**src/rtl/bounce_gen.sv**
```systemverilog
// Contact-bounce emulator: after each sig_in level change, sigout bounces for BOUNCE_LEN cycles then settles.
// Define BOUNCE_GEN_LFSR_EN for pseudo-random bounce bits; otherwise the output toggles each bounce cycle.
module bounce_gen #(
  parameter int unsigned BOUNCE_LEN  = 16,
  parameter int unsigned CNT_W       = 5,
  parameter logic [7:0]  SEED        = 8'hA5,
  parameter logic        RESET_LEVEL = 1'b1
) (
  input  logic clock,
  input  logic reset,
  input  logic sig_in,
  output logic sigout,
  output logic busy
);

  typedef enum logic {IDLE, BOUNCE} state_e;

  localparam logic [7:0]       SEED_FIX = (SEED == 8'h00) ? 8'h01 : SEED;
  localparam logic [CNT_W-1:0] RELOAD   = CNT_W'(BOUNCE_LEN - 1);

  state_e           state_q;
  logic             level_q;
  logic [CNT_W-1:0] cnt_q;
  logic [7:0]       lfsr_q;
  logic [7:0]       lfsr_d;
  logic             sigout_q;
  logic             busy_q;
  logic             trig;
  logic             bounce_bit;

  always_comb begin
    lfsr_d = {lfsr_q[6:0], lfsr_q[7] ^ lfsr_q[5] ^ lfsr_q[4] ^ lfsr_q[3]};
    trig   = (sig_in != level_q);
`ifdef BOUNCE_GEN_LFSR_EN
    bounce_bit = lfsr_q[0];
`else
    bounce_bit = ~sigout_q;
`endif
  end

  // A trigger overrides everything, including the final cnt==0 cycle, so a window only ever restarts.
  always_ff @(posedge clock or negedge reset) begin
    if (!reset) begin
      state_q  <= IDLE;
      level_q  <= RESET_LEVEL;
      cnt_q    <= '0;
      lfsr_q   <= SEED_FIX;
      sigout_q <= RESET_LEVEL;
      busy_q   <= 1'b0;
    end else begin
      lfsr_q <= lfsr_d;
      if (trig) begin
        level_q  <= sig_in;
        cnt_q    <= RELOAD;
        state_q  <= BOUNCE;
        busy_q   <= 1'b1;
        sigout_q <= bounce_bit;
      end else begin
        case (state_q)
          BOUNCE: begin
            if (cnt_q == '0) begin
              state_q  <= IDLE;
              busy_q   <= 1'b0;
              sigout_q <= level_q;
            end else begin
              cnt_q    <= cnt_q - CNT_W'(1);
              sigout_q <= bounce_bit;
            end
          end
          default: begin
            sigout_q <= level_q;
            busy_q   <= 1'b0;
          end
        endcase
      end
    end
  end

  assign sigout = sigout_q;
  assign busy   = busy_q;

endmodule

```
**config.mk**
```make
export PLATFORM = sky130hd
export DESIGN_NAME = bounce_gen
export DESIGN_NICKNAME = d
export VERILOG_FILES = /design/src/rtl/bounce_gen.sv
export SDC_FILE = /design/constraint.sdc
export NUM_CORES = 1
export LEC_CHECK = 0
export BUFFER_PORTS_ARGS = -buffer_cell sky130_fd_sc_hd__buf_2
export CORE_MARGIN = 5
export CORE_UTILIZATION = 28
export DETAILED_ROUTE_END_ITERATION = 7
export GPL_ROUTABILITY_DRIVEN = 0
export PLACE_DENSITY_LB_ADDON = 0.1
export SETUP_SLACK_MARGIN = 0.02
export SYNTH_ARGS = -nofsm -noshare
export SYNTH_HDL_FRONTEND = slang
export SYNTH_SLANG_ARGS = --single-unit
export TNS_END_PERCENT = 5
```
**constraint.sdc**
```tcl
create_clock -name clock -period 3.4 [get_ports clock]
set_input_delay 0.85 -clock clock [delete_from_list [all_inputs] [get_ports clock]]
set_output_delay 0.85 -clock clock [all_outputs]
set_load 0.02 [all_outputs]
```
==> results of run 1 <==
[power groups by stage]
stage / sequential [mW] / clock [mW] / combinational [mW]
3_3_place_gp: 0.123 / 0 / 0.0215
2_1_floorplan: 0.121 / 0 / 0.0149
5_1_grt: 0.123 / 0.0925 / 0.0246
4_1_cts: 0.122 / 0.0854 / 0.0220
6_report: 0.121 / 0.0801 / 0.0213
3_5_place_dp: 0.123 / 0 / 0.0221
[placed cells by master (no fill, tap or decap), types with 2 or more instances in the layout]
| cell | count |
|---|---|
| a21oi_1 | 2 |
| dfrtp_1 | 7 |
| a31oi_1 | 2 |
| a211oi_1 | 2 |
| inv_1 | 2 |
| clkbuf_4 | 3 |
| nand2_1 | 2 |
| buf_2 | 4 |
| dfstp_2 | 2 |
[kinds of logic after synthesis]
kind of cell             share of synthesized area
AO/OA/AOI/OAI                                0.211
AND/OR/NAND/NOR                              0.149
flip-flops                                   0.542
buffers and inverters                       0.0268
XOR/XNOR                                    0.0417
adder cells (fa/ha/maj)                     0.0298
[final timing paths]
check	slack, ns	depth (start not counted)	end
setup / recovery	1.60	1	sigout
hold / removal	0.44	1	cnt_q[2]$_DFFE_PN0P_
setup reg to reg	1.79	5	busy$_DFFE_PN0P_
hold reg to reg	0.48	1	busy$_DFFE_PN0P_
max in group asynchronous	2.72	1	level_q$_DFFE_PN1N_
min in group clock	0.48	1	busy$_DFFE_PN0P_
[registers in the layout, indices dropped and copies added (netlist names)]
| register | flops |
|---|---|
| sigout | 1 |
| state_q | 1 |
| busy | 1 |
| level_q | 1 |
| cnt_q | 5 |
[stage by stage]
stage	instance area [sq um]	utilization	power (mW)	setup WS [ns]	hold slack [ns]
final	483	0.328	0.223	1.60	0.436
after global routing	483	0.328	0.240	1.56	0.436
after CTS	483	0.328	0.229	1.59	0.432
after detailed placement	457	0.310	0.145	1.71	0.462
after global placement	457	0.310	0.144	1.72	0.462
after floorplan	420	-	0.136	1.88	0.497
[cell type report]
| class | count | area share |
|---|---|---|
| inverters | 2 | 0.0155 |
| repair buffers | 4 | 0.0415 |
| flip-flops and latches | 9 | 0.472 |
| multi-input cells | 24 | 0.376 |
| clock buffers | 4 | 0.0544 |
| well taps | 16 | 0.0415 |
[routing by layer]
layer / track usage / vias to the layer above / part of all wire
li1: - / 148 / -
met1: 0.0985 / 154 / 0.47
met2: 0.109 / 10 / 0.44
met3: 0.0368 / 5 / 0.050
met4: 0.0538 / 0 / 0.040
met5: 0 / - / 0
==> flow_summary.ini, run 1 <==
[run_status]
status = finished clean

[pwr]
power.density_nw_per_um2 = 461
internal_power_uw = 168
ir_drop_mv = 0.160
combPwrFrac = 0.096
seqPwrFrac = 0.545
clock_power_share = 0.360
p_leak_nw = 0.197
swShare = 0.246
p_sw_uw = 54.8

[die]
rows = 14
io_pins = 5
initial_core_util = 0.286
dieArea_sq_um = 2380
die_x_um = 48.8
core-area_sq_um = 1470
die_y_um = 48.8

[finish]
drive_above_1_share = 0.302
num-fill-cells = 163
nets = 48
final-seq-area_sq_um = 228
diodes = 0
multi_input_area_sq_um = 181
stdcell_count = 59
area_growth_pct = 14.9

[routing]
avgRoutedWirePerCell_um = 13.5
wl_um = 797
antenna_left = 0
drt_iter0_drc = 6
firstDrtPassIters = 4
drc = 0
via_per_inst = 5.37
vias = 317

[sta]
post-route-period-util = 0.528
report.final.hold_viol_count = 0
timing.slew.headroom = 0.702
tns_ns = 0
drv_slew = 0
finalSetupViolCount = 0
skew_ns = 0.00106
tightest_slew_ns = 0.444
fin_crit_ns = 1.80
rsz0062_at_grt = no
fmax_ghz = 0.557

[synthesis]
yosysMostFrequentCell = dfrtp_1
synth.area.top_cells = dfrtp_1 (42%), dfstp_2 (13%), a211oi_1 (3.6%)
syn_inst = 36
yosysSeqAreaShare = 0.542
netlist.top_cell.by_area = dfrtp_1
synth-edff-count = 0
synth_top_area_frac = 0.417
synthFlopType = dfrtp_1
ys_seq_elements = 9
synth.avg_cell_area_sq_um = 11.7
synth_area_sq_um = 420
synth_cell_types = 24
synth_fp_nets = 40
ys_async_sr_fraction = 1.00
synth_warnings = 0

[worst_setup_path]
path_delay_family = flip-flops
cp.arrival_ns = 0.95
critPathKind = register to primary output
cp_slowest_cell = dfstp_2
r2r-start = cnt_q[0]$_DFFE_PN0P_
cpPeakStageDelay_ns = 0.53
crit_chain = buf_2
cp-start-kind = register
crit_fanout = 3
crit_path_end_kind = primary output
crit_required_ns = 2.55
crit_buf_inv = 1
startpoint = sigout$_DFF_PN1_

[min_path]
hold_path.class = input pin to asynchronous set/reset pin

[clock_tree]
cts.sinks = 9
cts_tree = built
htreeDepth = 1
cts_hold_buf = 0
post_cts_buffers = 0
cts_buffer_depth = 2
cts_resized = 0
root_buffer = clkbuf_4
cts_buffers = 3
cts.clk_slew.worst_paths_ns = 0.06
clk_latency_ns = 0.25

[global_routing]
grt_pass1_wl_um = 1410
grtUsageTotal = 0.0798
grt_max_degree = 10
gr-total-overflow = 0
grt_pass1_vias = 321
antenna_found_initial = 0

[job]
drv_cap = 0

[placement]
dp.cells = 55
dp_hpwl_um = 597
buffer_ports.inserted = 4
(Power assumes the default switching activity.)
==> inputs of run 2 (changes only) <==
==> constraint.sdc (replaced) <==
create_clock -name clock -period 1.8 [get_ports clock]
set_input_delay 0.45 -clock clock [delete_from_list [all_inputs] [get_ports clock]]
set_output_delay 0.45 -clock clock [all_outputs]
set_load 0.02 [all_outputs]
==> flow_summary.ini, run 2 (synthesized netlist as in run 1, its figures left out) <==
[sta]
finalSetupViolCount = 0
fmax_ghz = 0.621
timing.slew.headroom = 0.700
rsz0062_at_grt = no
drv_slew = 0
tns_ns = 0
fin_crit_ns = 1.61
post-route-period-util = 0.895
report.final.hold_viol_count = 0
fin_ws_ns = 0.189
skew_ns = 0.00606
tightest_slew_ns = 0.446

[worst_setup_path]
crit_path_end_kind = register
cp_slowest_cell = or4b_4
path_delay_family = simple AND/OR/NAND/NOR gates
crit_chain = inv_1, ha_1, or4b_4, and2_4, a21o_1
reg2reg_to = busy$_DFFE_PN0P_
cp-start-kind = register
critPathKind = register to register
cpPeakStageDelay_ns = 0.51
r2r-start = cnt_q[0]$_DFFE_PN0P_
cp.arrival_ns = 1.76
rrSetupSlack_ns = 0.19
crit_buf_inv = 1
crit_required_ns = 1.95
r2r_cells = 5
crit_fanout = 6

[clock_tree]
clk_latency_ns = 0.26
cts_buffer_depth = 2
cts.clk_slew.worst_paths_ns = 0.06
post_cts_buffers = 0
htreeDepth = 1
cts.sinks = 9
root_buffer = clkbuf_4
cts_buffers = 3
cts_hold_buf = 0
cts_tree = built
cts_resized = 0

[pwr]
seqPwrFrac = 0.534
power.density_nw_per_um2 = 887
p_sw_uw = 111
ir_drop_mv = 0.312
p_leak_nw = 0.197
combPwrFrac = 0.098
internal_power_uw = 318
clock_power_share = 0.368
swShare = 0.258

[die]
core-area_sq_um = 1470
die_x_um = 48.8
rows = 14
die_y_um = 48.8
io_pins = 5
dieArea_sq_um = 2380
initial_core_util = 0.286

[global_routing]
grt_pass1_vias = 314
gr-total-overflow = 0
grt_max_degree = 10
antenna_found_initial = 0
grt_pass1_wl_um = 1410
grtUsageTotal = 0.0797

[finish]
most-common-layout-cells = dfrtp_1 (7), buf_2 (4), clkbuf_4 (3)
diodes = 0
regMostFlops = cnt_q
finish.utilization = 0.328
largest_reg_flops = 5
drive_above_1_share = 0.302
layout_commonest_cell = dfrtp_1
nets = 48
area_growth_pct = 14.9
num-fill-cells = 159

[routing]
drt_iter0_drc = 5
firstDrtPassIters = 2
wl_um = 807
drc = 0
vias = 294
avgRoutedWirePerCell_um = 13.7
via_per_inst = 4.98
antenna_left = 0

[placement]
dp_hpwl_um = 625
buffer_ports.inserted = 4
place_ws_ns = 0.188

[job]
drv_cap = 0

[min_path]
hold_path.class = input pin to asynchronous set/reset pin

[run_status]
status = finished clean
run 2: cell counts in the layout (fill, tap and decap cells not counted):
No cell type changed its count.
run 2: worst max path at each step:
stage | from | endpoint | slack (ns) | cells past startpoint
after floorplan | cnt_q[0]$_DFFE_PN0P_ | busy$_DFFE_PN0P_ | 0.28 | 5
after global placement | cnt_q[0]$_DFFE_PN0P_ | busy$_DFFE_PN0P_ | 0.23 | 5
after detailed placement | cnt_q[0]$_DFFE_PN0P_ | busy$_DFFE_PN0P_ | 0.19 | 5
after CTS | cnt_q[0]$_DFFE_PN0P_ | busy$_DFFE_PN0P_ | 0.18 | 5
after global routing | cnt_q[0]$_DFFE_PN0P_ | busy$_DFFE_PN0P_ | 0.1 | 5
final | cnt_q[0]$_DFFE_PN0P_ | busy$_DFFE_PN0P_ | 0.19 | 5
run 2: metrics by stage:
step	cell area, sq um	std cells	power, mW	hold slack, ns
2_1_floorplan	420	36	0.257	0.154
3_3_place_gp	457	55	0.273	0.309
3_5_place_dp	457	55	0.275	0.314
4_1_cts	483	59	0.439	0.0243
5_1_grt	483	59	0.454	0.0384
6_report	483	59	0.428	0.0257
run 2: final cells by class:
cell class / count / area, sq um / share of cell area
multi-input cells: 24 / 181 / 0.376
repair buffers: 4 / 20.0 / 0.0415
flip-flops and latches: 9 / 228 / 0.472
inverters: 2 / 7.51 / 0.0155
well taps: 16 / 20.0 / 0.0415
clock buffers: 4 / 26.3 / 0.0544
run 2: power groups by stage:
stage,logic [mW],registers [mW],clock network (mW)
2_1_floorplan,0.0282,0.229,0
3_3_place_gp,0.0421,0.231,0
3_5_place_dp,0.0433,0.232,0
4_1_cts,0.0430,0.229,0.167
5_1_grt,0.0494,0.231,0.174
6_report,0.0419,0.229,0.158
run 2: metal layers:
metal	vias up	global-route usage	part of all wire	wire (um)
met5	-	0	0	0
met4	0	0.0673	0.024	19
met3	4	0.0215	0.058	47
met2	7	0.107	0.45	365
met1	136	0.104	0.46	374
li1	147	-	-	-
==> inputs of run 3 (changes only) <==
--- a/config.mk
+++ b/config.mk
@@ -5,12 +5,13 @@
 export SDC_FILE = /design/constraint.sdc
 export NUM_CORES = 1
 export LEC_CHECK = 0
-export BUFFER_PORTS_ARGS = -buffer_cell sky130_fd_sc_hd__buf_2
-export CORE_MARGIN = 5
-export CORE_UTILIZATION = 28
+export CORE_AREA = 5 5 42 44
 export DETAILED_ROUTE_END_ITERATION = 7
+export DIE_AREA = 0 0 47 49
+export DONT_BUFFER_PORTS = 1
 export GPL_ROUTABILITY_DRIVEN = 0
 export PLACE_DENSITY_LB_ADDON = 0.1
+export RECOVER_POWER = 50
 export SETUP_SLACK_MARGIN = 0.02
 export SYNTH_ARGS = -nofsm -noshare
 export SYNTH_HDL_FRONTEND = slang
==> flow_summary.ini, run 3 (synthesized netlist as in run 1, its figures left out) <==
[die]
die_x_um = 47
core-area_sq_um = 1400
initial_core_util = 0.300
die_y_um = 49
rows = 14
io_pins = 5
dieArea_sq_um = 2300

[routing]
antenna_left = 0
drt_iter0_drc = 13
firstDrtPassIters = 4
drc = 0
wl_um = 734
via_per_inst = 5.07
vias = 284
avgRoutedWirePerCell_um = 13.1

[finish]
area_growth_pct = 12.5
stdcell_area_sq_um = 473
diodes = 0
largest_reg_flops = 5
drive_above_1_share = 0.225
layout_commonest_cell = dfrtp_1
multi_input_area_sq_um = 181
regMostFlops = cnt_q
num-fill-cells = 155
final-seq-area_sq_um = 228
most-common-layout-cells = dfrtp_1 (7), clkbuf_4 (3)
nets = 45

[sta]
fmax_ghz = 0.621
post-route-period-util = 0.894
fin_ws_ns = 0.191
fin_hold_ws_ns = 0.0281
timing.slew.headroom = 0.664
report.final.hold_viol_count = 0
skew_ns = 0.00716
tightest_slew_ns = 0.501
tns_ns = 0
rsz0062_at_grt = no
finalSetupViolCount = 0
fin_crit_ns = 1.61
drv_slew = 0

[global_routing]
gr-total-overflow = 0
antenna_found_initial = 0
grt_pass1_vias = 262
grt_max_degree = 8
grt_pass1_wl_um = 1180
grtUsageTotal = 0.0777

[worst_setup_path]
r2r_cells = 5
cp.arrival_ns = 1.75
rrSetupSlack_ns = 0.19
path_depth = 5
cp-start-kind = register
path_delay_family = simple AND/OR/NAND/NOR gates
cpPeakStageDelay_ns = 0.51
critPathKind = register to register
crit_chain = inv_1, ha_1, or4b_4, and2_4, a21o_1
cp_slowest_cell = or4b_4
crit_path_end_kind = register
crit_buf_inv = 1
crit_required_ns = 1.94
crit_fanout = 6

[clock_tree]
cts_tree = built
cts_hold_buf = 1
cts_buffers = 3
cts.sinks = 9
root_buffer = clkbuf_4
htreeDepth = 1
clk_latency_ns = 0.26
cts.clk_slew.worst_paths_ns = 0.06
cts_buffer_depth = 2
post_cts_buffers = 0
cts_resized = 0

[placement]
buffer_ports.inserted = 0
place_area_sq_um = 437
place_ws_ns = 0.194

[job]
drv_cap = 0

[pwr]
p_leak_nw = 0.186
power.density_nw_per_um2 = 879
ir_drop_mv = 0.442
finalPower_uw = 416

[min_path]
hold_path.class = input pin to asynchronous set/reset pin

[run_status]
status = finished clean
-- run 3: cell types whose count changed in the layout (fill, tap and decap cells not counted), sizes merged --
| cell | previous run | this run |
|---|---|---|
| buf | 4 | 0 |
| dlygate4sd3 | 0 | 1 |
-- run 3: worst paths after layout --
path	startpoint	end
min	reset	level_q$_DFFE_PN1N_
max reg2reg	cnt_q[0]$_DFFE_PN0P_	busy$_DFFE_PN0P_
max in group asynchronous	reset	busy$_DFFE_PN0P_
min in group clock	sig_in	level_q$_DFFE_PN1N_
max	cnt_q[0]$_DFFE_PN0P_	busy$_DFFE_PN0P_
min reg2reg	cnt_q[4]$_DFFE_PN0P_	cnt_q[4]$_DFFE_PN0P_
-- run 3: routing by layer --
metal  vias up  part of all wire  routed length (um)  GRT usage
met5         -                 0                   0          0
met2         5              0.45                 333     0.0928
met1       135              0.47                 343     0.0984
met4         0             0.020                  15     0.0553
li1        142                 -                   -          -
met3         2             0.057                  42     0.0480
-- run 3: stage by stage --
step,util,cells
global placement,0.312,51
detailed placement,0.312,51
finish,0.338,56
CTS,0.338,56
global route,0.338,56
floorplan,-,36
-- run 3: final cells by class --
type                    instances  area share
flip-flops and latches          9       0.481
clock buffers                   4      0.0556
multi-input cells              24       0.384
repair buffers                  1      0.0212
well taps                      16      0.0423
inverters                       2      0.0159
-- run 3: report_power, final --
| group | internal (mW) | leakage [nW] | switching (mW) | total [mW] |
|---|---|---|---|---|
| Clock | 0.0850 | 0.0150 | 0.0645 | 0.150 |
| Sequential | 0.216 | 0.0917 | 0.0120 | 0.228 |
| Combinational | 0.0160 | 0.0792 | 0.0222 | 0.0382 |
| Total | 0.317 | 0.186 | 0.0987 | 0.416 |
